File: src/rtl/enigma_pkg.sv
// Shared constants, stage record and elaboration helpers for the enigma_pipe cipher core.
package enigma_pkg;

  localparam int SYMB_W_MAX    = 16;
  localparam int ROTOR_NUM_MAX = 8;

  // Default rotor set for SYMB_W=7, ROTOR_NUM=3; rotor k sits at [k*7 +: 7].
  localparam logic [20:0] ROT_MUL_DEF = {7'd115, 7'd91, 7'd37};
  localparam logic [20:0] ROT_ADD_DEF = {7'd29, 7'd64, 7'd11};

  typedef enum logic {
    FWD,
    BWD
  } dir_e;

  // Sized for the largest legal configuration; unused upper bits stay zero.
  typedef struct packed {
    logic                                valid;
    logic [SYMB_W_MAX-1:0]               symbol;
    logic [ROTOR_NUM_MAX*SYMB_W_MAX-1:0] pos;
  } pipe_stage_t;

  // Inverse of an odd number mod 2^width; each Newton step doubles the correct low bits.
  function automatic logic [31:0] mod_inv(input logic [31:0] mul, input int width);
    logic [31:0] x;
    x = mul;
    for (int i = 0; i < 5; i++) begin
      x = x * (32'd2 - mul * x);
    end
    return x & ((32'd1 << width) - 32'd1);
  endfunction

endpackage

File: src/rtl/enigma_rotor_stage.sv
// One registered rotor mapping stage (forward map or its inverse) that holds on stall.
module enigma_rotor_stage
  import enigma_pkg::*;
#(
  parameter dir_e              DIR       = FWD,
  parameter int                SYMB_W    = 7,
  parameter int                ROTOR_IDX = 0,
  parameter logic [SYMB_W-1:0] MUL       = 1,
  parameter logic [SYMB_W-1:0] ADD       = 0
) (
  input  logic        clk_i,
  input  logic        rst_i,
  input  logic        hold_i,
  input  pipe_stage_t stage_i,
  output pipe_stage_t stage_o
);

  logic [SYMB_W-1:0] x;
  logic [SYMB_W-1:0] p;
  logic [SYMB_W-1:0] y;
  pipe_stage_t       stage_d;
  logic              unused_sym;

  assign x          = stage_i.symbol[SYMB_W-1:0];
  assign p          = stage_i.pos[ROTOR_IDX*SYMB_W +: SYMB_W];
  assign unused_sym = ^stage_i.symbol;

  // All arithmetic wraps at SYMB_W bits, which is the mod-M reduction.
  if (DIR == FWD) begin : g_fwd
    assign y = MUL * (x + p) + ADD - p;
  end else begin : g_bwd
    localparam logic [SYMB_W-1:0] INV = SYMB_W'(mod_inv(32'(MUL), SYMB_W));
    assign y = INV * (x + p - ADD) - p;
  end

  always_comb begin
    // NOTE: the whole record is defaulted first so every path assigns it and no latch is inferred.
    stage_d                    = stage_i;
    stage_d.symbol             = '0;
    stage_d.symbol[SYMB_W-1:0] = y;
  end

  always_ff @(posedge clk_i or posedge rst_i) begin
    if (rst_i) begin
      // NOTE: data fields clear with valid; it costs little here and keeps symbol_o at 0 after reset.
      stage_o <= '0;
    end else if (!hold_i) begin
      // NOTE: non-blocking so every stage samples its neighbour's pre-edge value.
      stage_o <= stage_d;
    end
  end

endmodule

File: src/rtl/enigma_pipe.sv
// Fully pipelined Enigma-style cipher: forward rotors, reflector, inverse rotors, with
// valid/ready backpressure, runtime key loading and frame-based key reload.
module enigma_pipe
  import enigma_pkg::*;
#(
  parameter int                              SYMB_W    = 7,
  parameter int                              ROTOR_NUM = 3,
  parameter int                              CNT_W     = 8,
  parameter logic [ROTOR_NUM*SYMB_W-1:0]     ROT_MUL   = ROT_MUL_DEF,
  parameter logic [ROTOR_NUM*SYMB_W-1:0]     ROT_ADD   = ROT_ADD_DEF
) (
  input  logic                          clk_i,
  input  logic                          rst_i,
  input  logic                          key_load_i,
  input  logic [ROTOR_NUM*SYMB_W-1:0]   key_i,
  input  logic [CNT_W-1:0]              symb_numb_i,
  input  logic                          symb_val_i,
  output logic                          symb_rdy_o,
  input  logic [SYMB_W-1:0]             symbol_i,
  output logic                          symb_val_o,
  input  logic                          symb_rdy_i,
  output logic [SYMB_W-1:0]             symbol_o,
  output logic                          frame_done_o,
  output logic [ROTOR_NUM*SYMB_W-1:0]   rot_pos_o
);

  localparam int PW = ROTOR_NUM * SYMB_W;

  if (ROTOR_NUM < 1 || ROTOR_NUM > ROTOR_NUM_MAX) begin : g_bad_rotor_num
    $error("enigma_pipe: ROTOR_NUM must be 1..%0d", ROTOR_NUM_MAX);
  end
  if (SYMB_W < 1 || SYMB_W > SYMB_W_MAX) begin : g_bad_symb_w
    $error("enigma_pipe: SYMB_W must be 1..%0d", SYMB_W_MAX);
  end
  for (genvar k = 0; k < ROTOR_NUM; k++) begin : g_mul_chk
    if (ROT_MUL[k*SYMB_W] == 1'b0) begin : g_even
      $error("enigma_pipe: ROT_MUL for rotor %0d is even and has no inverse", k);
    end
  end

  pipe_stage_t      fwd [ROTOR_NUM+1];
  pipe_stage_t      bwd [ROTOR_NUM+1];
  pipe_stage_t      in_stage;
  pipe_stage_t      refl_d;
  pipe_stage_t      refl_q;
  logic [PW-1:0]    pos_q;
  logic [PW-1:0]    pos_step;
  logic [PW-1:0]    key_q;
  logic [CNT_W-1:0] cnt_q;
  logic [CNT_W-1:0] cnt_inc;
  logic             stall;
  logic             accept;
  logic             frame_hit;
  logic             frame_done_q;
  logic             unused_tail;

  assign stall      = bwd[ROTOR_NUM].valid & ~symb_rdy_i;
  assign symb_rdy_o = ~stall & ~key_load_i & ~rst_i;
  assign accept     = symb_val_i & symb_rdy_o;

  // The position snapshot taken before stepping travels with the symbol.
  always_comb begin
    in_stage                    = '0;
    in_stage.valid              = accept;
    in_stage.symbol[SYMB_W-1:0] = symbol_i;
    in_stage.pos[PW-1:0]        = pos_q;
  end

  assign fwd[0] = in_stage;

  for (genvar k = 0; k < ROTOR_NUM; k++) begin : g_fwd
    enigma_rotor_stage #(
      .DIR      (FWD),
      .SYMB_W   (SYMB_W),
      .ROTOR_IDX(k),
      .MUL      (ROT_MUL[k*SYMB_W +: SYMB_W]),
      .ADD      (ROT_ADD[k*SYMB_W +: SYMB_W])
    ) u_stage (
      .clk_i  (clk_i),
      .rst_i  (rst_i),
      .hold_i (stall),
      .stage_i(fwd[k]),
      .stage_o(fwd[k+1])
    );
  end

  // Reflector: bitwise complement is an involution with no fixed point.
  always_comb begin
    refl_d                    = fwd[ROTOR_NUM];
    refl_d.symbol             = '0;
    refl_d.symbol[SYMB_W-1:0] = ~fwd[ROTOR_NUM].symbol[SYMB_W-1:0];
  end

  always_ff @(posedge clk_i or posedge rst_i) begin
    if (rst_i) begin
      refl_q <= '0;
    end else if (!stall) begin
      refl_q <= refl_d;
    end
  end

  assign bwd[0] = refl_q;

  for (genvar j = 0; j < ROTOR_NUM; j++) begin : g_bwd
    localparam int K = ROTOR_NUM - 1 - j;
    enigma_rotor_stage #(
      .DIR      (BWD),
      .SYMB_W   (SYMB_W),
      .ROTOR_IDX(K),
      .MUL      (ROT_MUL[K*SYMB_W +: SYMB_W]),
      .ADD      (ROT_ADD[K*SYMB_W +: SYMB_W])
    ) u_stage (
      .clk_i  (clk_i),
      .rst_i  (rst_i),
      .hold_i (stall),
      .stage_i(bwd[j]),
      .stage_o(bwd[j+1])
    );
  end

  // Odometer step: rotor k advances only when every lower rotor is about to wrap.
  always_comb begin
    logic carry;
    pos_step = pos_q;
    carry    = 1'b1;
    for (int k = 0; k < ROTOR_NUM; k++) begin
      pos_step[k*SYMB_W +: SYMB_W] = pos_q[k*SYMB_W +: SYMB_W] + SYMB_W'(carry);
      carry                        = carry & (&pos_q[k*SYMB_W +: SYMB_W]);
    end
  end

  assign cnt_inc   = cnt_q + CNT_W'(1);
  assign frame_hit = (symb_numb_i != '0) && (cnt_inc == symb_numb_i);

  always_ff @(posedge clk_i or posedge rst_i) begin
    if (rst_i) begin
      key_q        <= '0;
      pos_q        <= '0;
      cnt_q        <= '0;
      frame_done_q <= 1'b0;
    end else begin
      frame_done_q <= accept & frame_hit;
      if (key_load_i) begin
        key_q <= key_i;
        pos_q <= key_i;
        cnt_q <= '0;
      end else if (accept) begin
        if (frame_hit) begin
          pos_q <= key_q;
          cnt_q <= '0;
        end else begin
          pos_q <= pos_step;
          cnt_q <= cnt_inc;
        end
      end
    end
  end

  assign unused_tail  = ^{bwd[ROTOR_NUM].pos, bwd[ROTOR_NUM].symbol, fwd[ROTOR_NUM].symbol};
  assign symb_val_o   = bwd[ROTOR_NUM].valid;
  assign symbol_o     = bwd[ROTOR_NUM].symbol[SYMB_W-1:0];
  assign frame_done_o = frame_done_q;
  assign rot_pos_o    = pos_q;

endmodule

File: config.mk
export PLATFORM = sky130hd
export DESIGN_NAME = enigma_pipe
export DESIGN_NICKNAME = d
export VERILOG_FILES = /design/src/rtl/enigma_pkg.sv /design/src/rtl/enigma_rotor_stage.sv /design/src/rtl/enigma_pipe.sv
export SDC_FILE = /design/constraint.sdc
export NUM_CORES = 1
export LEC_CHECK = 0
export BUFFER_PORTS_ARGS = -buffer_cell sky130_fd_sc_hd__buf_4
export CORE_AREA = 4 4 161 163
export DETAILED_ROUTE_END_ITERATION = 12
export DIE_AREA = 0 0 165 167
export PLACE_DENSITY = 0.75
export SYNTH_ARGS = -nofsm -noshare
export SYNTH_HDL_FRONTEND = slang
export SYNTH_SLANG_ARGS = --single-unit
File: constraint.sdc
create_clock -name clk_i -period 8.5 [get_ports clk_i]
set_input_delay 0.425 -clock clk_i [delete_from_list [all_inputs] [get_ports clk_i]]
set_output_delay 0.425 -clock clk_i [all_outputs]
set_load 0.03 [all_outputs]
# Word-level counts from Yosys, hierarchy flattened
# Cells that the tools add are included.
dict set report classes {
  addsub 22
  n_mul 6
  div 0
  order_cmp 0
  eq_ne 1
  n_shift 0
  n_mux 6
  n_bitwise 11
  reduce_logical 5
}
# operator count
set op_table {}
lappend op_table {{21-bit two-way mux} 3}
lappend op_table {{7-bit adder} 6}
lappend op_table {{7-bit subtractor} 6}
lappend op_table {{8-bit two-way mux} 3}
lappend op_table {{6-bit by 7-bit multiplier with 7-bit output (first input constant)} 3}
lappend op_table {{7-bit by 1-bit adder with 7-bit output} 2}
lappend op_table {{7-bit by 7-bit multiplier with 7-bit output (first input constant)} 2}
lappend op_table {{7-bit AND reduction} 2}
lappend op_table {{8-bit by 1-bit adder with 8-bit output (second input constant)} 1}
lappend op_table {{8-bit == test} 1}
lappend op_table {{8-bit nonzero test} 1}
lappend op_table {{7-bit by 1-bit adder with 7-bit output (second input constant)} 1}
lappend op_table {{7-bit by 4-bit adder with 7-bit output (second input constant)} 1}
lappend op_table {{7-bit by 5-bit adder with 7-bit output (second input constant)} 1}
lappend op_table {{7-bit adder (second input constant)} 1}
lappend op_table {{5-bit by 7-bit multiplier with 7-bit output (first input constant)} 1}
lappend op_table {{7-bit inverter} 1}
lappend op_table {{7-bit by 4-bit subtractor with 7-bit output (second input constant)} 1}
lappend op_table {{7-bit by 5-bit subtractor with 7-bit output (second input constant)} 1}
lappend op_table {{7-bit subtractor (second input constant)} 1}
lappend op_table {{1-bit bitwise AND} 6}
lappend op_table {{1-bit inverter} 4}
lappend op_table {{2-bit nonzero test} 1}
lappend op_table {{1-bit logical AND} 1}
dict set report totals {
  ff_bits 212
  latchBits 0
  ram_bits 0
  rom_bits 0
  inputBits 41
  output_inout_bits 31
  wordCells 75
  mem_count 0
}

# Longest topological paths before layout
dict set report depth {
  ltp_word 8
  depth_mapped 20
  depth_no_buf 20
}

# Cells and area by module
# Synthesis repeated with hierarchy kept, for this count alone.
dict set report unflattened {
  hier_cells 3344
  hier_area_um2 43830.8
}
# module n_inst cells_each area_per_inst_um2 seq_area_each_um2
set modules_own_cells {}
lappend modules_own_cells {enigma_pipe 1 925 8341.8 4679.5}
lappend modules_own_cells {{enigma_rotor_stage (g_fwd[1].u_stage)} 1 429 6090.8 3403.3}
lappend modules_own_cells {{enigma_rotor_stage (g_bwd[0].u_stage)} 1 414 5975.7 3403.3}
lappend modules_own_cells {{enigma_rotor_stage (g_bwd[2].u_stage)} 1 412 5947.0 3403.3}
lappend modules_own_cells {{enigma_rotor_stage (g_bwd[1].u_stage)} 1 395 5913.2 3403.3}
lappend modules_own_cells {{enigma_rotor_stage (g_fwd[2].u_stage)} 1 389 5830.6 3403.3}
lappend modules_own_cells {{enigma_rotor_stage (g_fwd[0].u_stage)} 1 380 5731.7 3403.3}

# Least setup slack after synthesis
# No wires, ideal clock.
dict set report synth_timing {
  kind {reg-to-reg}
  startpoint {register g_fwd[0].u_stage.stage_o[8] in the netlist's numbering}
  endpoint {register g_fwd[1].u_stage.stage_o[134] in the netlist's numbering}
  setup_ps 124
  arrival_time_ps 4320
  t_required_ps 8376
  setup_slack_ps 4055
  path_stages_with_launch 21
  path_buffers 0
  period_less_slack_ps 4445
  path_cell_list {dfrtp_1 -> ha_1 -> a211oi_1 -> nor2_1 -> xnor2_1 -> inv_1 -> ha_1 -> ha_1 -> inv_1 -> fa_1 -> inv_1 -> fa_1 -> inv_1 -> fa_1 -> inv_1 -> a21o_1 -> a21oi_1 -> xnor2_1 -> xnor2_1 -> o41ai_1 -> nor3b_1}
}
dict set report synth_via {
  elab_chain_cells 4
}
# element line
set synth_rtl {}
lappend synth_rtl {{start, declared} enigma_rotor_stage.sv:15} ;# output pipe_stage_t stage_o
lappend synth_rtl {{start signal, assigned} enigma_rotor_stage.sv:49} ;# stage_o <= stage_d;
lappend synth_rtl {{7-bit adder} enigma_rotor_stage.sv:30} ;# assign y = MUL * (x + p) + ADD - p;
lappend synth_rtl {{7-bit by 7-bit multiplier with 7-bit output} enigma_rotor_stage.sv:30}
lappend synth_rtl {{7-bit adder} enigma_rotor_stage.sv:30}
lappend synth_rtl {{7-bit subtractor *} enigma_rotor_stage.sv:30}
lappend synth_rtl {{end signal, assigned} enigma_rotor_stage.sv:49}
lappend synth_rtl {{end, declared} enigma_rotor_stage.sv:15}
# Mark *: on every way between the ends. The rest lies on a longest branch, timed or not.
# A chain may end at the register's enable or synchronous reset.

# Worst setup path after layout
# Ends and elaborated chain as after synthesis.

==> impl_metrics.tcl <==
set metrics [dict create \
    grt_antenna_before_repair 0 \
    yosys.area_share.adder_pct 22.9 \
    slew_at_the_pin_closest_to_its_max_slew_limit_ps 989 \
    place_worst_setup_slack_ps 3720 \
    finalWirelength_um 26200 \
    globalRouteOverflowTotal 0 \
    final_cell_count_no_fill 1769 \
    synth_compound_gate_area_share_pct 10.2 \
    final.setup_skew_ps 12.5 \
    coreArea_sq_um 24300 \
    slew_headroom_pct 34.0 \
    dr_total_vias 9337 \
    max_clock_freq_ghz 0.209 \
    fraction_of_layout_cells_with_a_size_suffix_above_1_pct 9.27 \
    fillers 2047 \
    postSynth.topFlopCell "dfrtp_1" \
    clock_tree.buffer_depth 2 \
    numClockSinks 197 \
    outcome "completed" \
    synth_async_sr_flop_share_pct 100 \
    ctsRootBufferMaster "clkbuf_16" \
    rows 57 \
    unrepaired_setup_endpoints_after_global_routing "no" \
    fp.dieH_um 167 \
    post_synthesis_instance_total 1417 \
    timing.final.hold_violations 0 \
    synth_top_family_by_area "adder cells" \
    timing.critical_path.arrival_ps 5100 \
    route.detailed.vias_per_inst 5.28 \
    netlist_area_sq_um 13300 \
    gp_congestion 0.859 \
    synth.avg_cell_area_sq_um 9.42 \
    grt_max_degree 121 \
    synth_top_area_share_pct 36.9 \
    timing.final.setup_violations 0 \
    setup-tns-final_ps 0 \
    cts.clk_slew.worst_paths_ps 70 \
    clk_latency_ps 430 \
    place_hpwl_um 19100 \
    worst_hold_path_type "input pin to async pin" \
    groute.usage.overall_pct 19.9 \
    x_dimension_of_the_die_um 165 \
    area_growth_pct 8.75 \
    netlist_top_cells_area "dfrtp_1 (37%), ha_1 (16%), nand2_1 (8.0%)" \
    drt-wirelength-per-cell_um 14.8 \
    finalCriticalPeriod_ps 4790 \
    boundaryPins 72 \
    tritoncts_clock_tree "built" \
    critical_path_peak_fanout 6 \
    yosys_register_bits 197 \
    antenna_cells_inserted 0 \
    h-tree-depth 4 \
    floorplan.die_area_sq_um 27600 \
    cp_data_required_time_ps 8810 \
    yosysTopAreaCell "dfrtp_1" \
    grt_pass1_vias 9579 \
    ctsHoldBuffers 0 \
    sequential_share_of_the_synthesized_area_pct 36.9 \
    synthesis.yosys.warnings 0 \
    first_pass_grt_wire_length_um 45400 \
    cts_setup_buffers 0 \
    final-max-slew-violation-count 0 \
    num-nets-final 1688 \
    dr.pass1.iters 4 \
    initial_core_util_pct 54.9 \
    placement.io_buffers 71 \
    synthXorXnorAreaFrac_pct 7.90 \
    post_synth_and_or_nand_nor_area_fraction_pct 12.2 \
    yosys.cell_types.count 61 \
    setup_slack_ps 3710 \
    worst_setup_ep_type "register" \
    number_of_clock_buffers_inserted_by_tritoncts 17 \
    timing_worst_setup_path_type "register to register" \
    area_of_the_multi_input_gates_sq_um 7390 \
    synth.mux.area_fraction_pct 2.01 \
    dr.first_iter.drc_count 571 \
    final.period_utilization_pct 56.4 \
    detail-route-antenna-nets 0 \
    max_capacitance_violation_count 0 \
    final_core_utilization_pct 59.7 \
    place.detailed.instances 1737 \
    number_of_flops_mapped_to_enable_cells_by_yosys 0 \
    synth_nets 1673 \
    drcViolationCount 0 \
    start_kind "register" \
    area.sequential_sq_um 4930 \
    cts_resized 0 \
]
-- registers in the layout (all words and copies together), names as in the netlist --
name and flops:
g_fwd.u_stage.stage_o 78, cnt_q 8, bwd 26, frame_done_o 1, key_q 21, rot_pos_o 21, g_bwd.u_stage.stage_o 42
-- cell type report --
type,count,share of cell area (%)
clock buffers,18,2.96
inverters,163,4.27
clock inverters,14,1.14
flip-flops and latches,197,34.0
repair buffers,76,3.93
multi-input cells,977,50.9
well taps,324,2.79
-- critical path, cell delays in order, from the launching register on --
cell and delay [ps]:
dfrtp_1 420, ha_1 310, a211oi_1 270, nor2_1 100
xnor2_1 300, inv_1 170, ha_1 320, ha_1 270
inv_1 50, fa_1 490, inv_1 50, fa_1 520
inv_1 60, fa_1 450, inv_1 70, a21o_1 110
a21oi_1 70, xnor2_1 210, xnor2_1 170, o41ai_1 110
nor3b_1 150
-- worst paths after layout --
| kind | to | slack, ps | depth (start not counted) | startpoint |
|---|---|---|---|---|
| worst max-delay path | g_fwd[1].u_stage.stage_o[134]$_DFFE_PP0N_ | 3710 | 20 | g_fwd[0].u_stage.stage_o[8]$_DFFE_PP0N_ |
| worst min-delay path | key_q[3]$_DFFE_PP0P_ | 150 | 2 | rst_i |
| worst max register to register | g_fwd[1].u_stage.stage_o[134]$_DFFE_PP0N_ | 3710 | 20 | g_fwd[0].u_stage.stage_o[8]$_DFFE_PP0N_ |
| worst min register to register | bwd[567]$_DFFE_PP0N_ | 440 | 1 | g_fwd[2].u_stage.stage_o[132]$_DFFE_PP0N_ |
| max in group asynchronous | g_bwd[1].u_stage.stage_o[131]$_DFFE_PP0N_ | 6780 | 3 | rst_i |
| min in group clk_i | key_q[2]$_DFFE_PP0P_ | 200 | 3 | key_i[2] |
-- layout by cell type (no fill, tap or decap), types with 4 or more instances in the layout --
cell / netlist / final
nand2_1: 283 / 283
dfrtp_1: 197 / 197
ha_1: 166 / 166
inv_1: 163 / 162
o21ai_0: 98 / 98
xnor2_1: 84 / 84
buf_4: 28 / 76
a21oi_1: 58 / 58
fa_1: 49 / 49
nor2_1: 43 / 43
xor2_1: 31 / 31
a21o_1: 28 / 28
clkbuf_16: 0 / 17
nand3_1: 14 / 14
mux2_2: 14 / 14
mux2i_1: 11 / 11
nor3_1: 10 / 10
and3_1: 7 / 7
o21bai_1: 6 / 6
a22oi_1: 5 / 5
clkinv_4: 0 / 5
nor4_1: 4 / 4
nor3b_1: 4 / 4
o31ai_1: 4 / 4
a211oi_1: 4 / 4
-- stage by stage --
step	cell area (sq um)	hold slack [ps]
finish	14500	148
global route	14500	209
CTS	14500	192
detailed placement	13900	431
global placement	13900	425
floorplan	13300	413
-- cell families after synthesis --
kind of cell | Yosys count
AO/OA/AOI/OAI | 230
XOR/XNOR | 117
adder cells (fa/ha/maj) | 215
buffers and inverters | 243
flip-flops | 197
multiplexers | 25
AND/OR/NAND/NOR | 390
-- cells in the mapped netlist, drive strengths merged (3+ instances only) --
library cell	n
o31ai	4
nor3	12
nand4	3
dfrtp	197
xor2	31
clkbuf	47
a211oi	4
nor4	4
fa	49
nor3b	4
a21oi	58
and4	3
and2	3
o41ai	3
o21bai	6
mux2i	11
xnor2	84
nor2	43
a41oi	3
mux2	14
and3	7
a22oi	6
ha	166
inv	163
o21ai	99
buf	33
nand2	284
nand3	15
a21o	28
-- layer usage --
layer	part of all wire (%)	routed length, um	track usage, %	vias to the layer above
li1	-	-	-	4639
met5	0	0	0	-
met2	50	13200	34.1	173
met4	1.6	408	5.10	0
met1	44	11500	26.2	4495
met3	4.2	1100	3.48	30
Power is left out: the tool's default activity adds up to more than one toggle a clock period on the data nets, which glitch-free logic cannot reach.
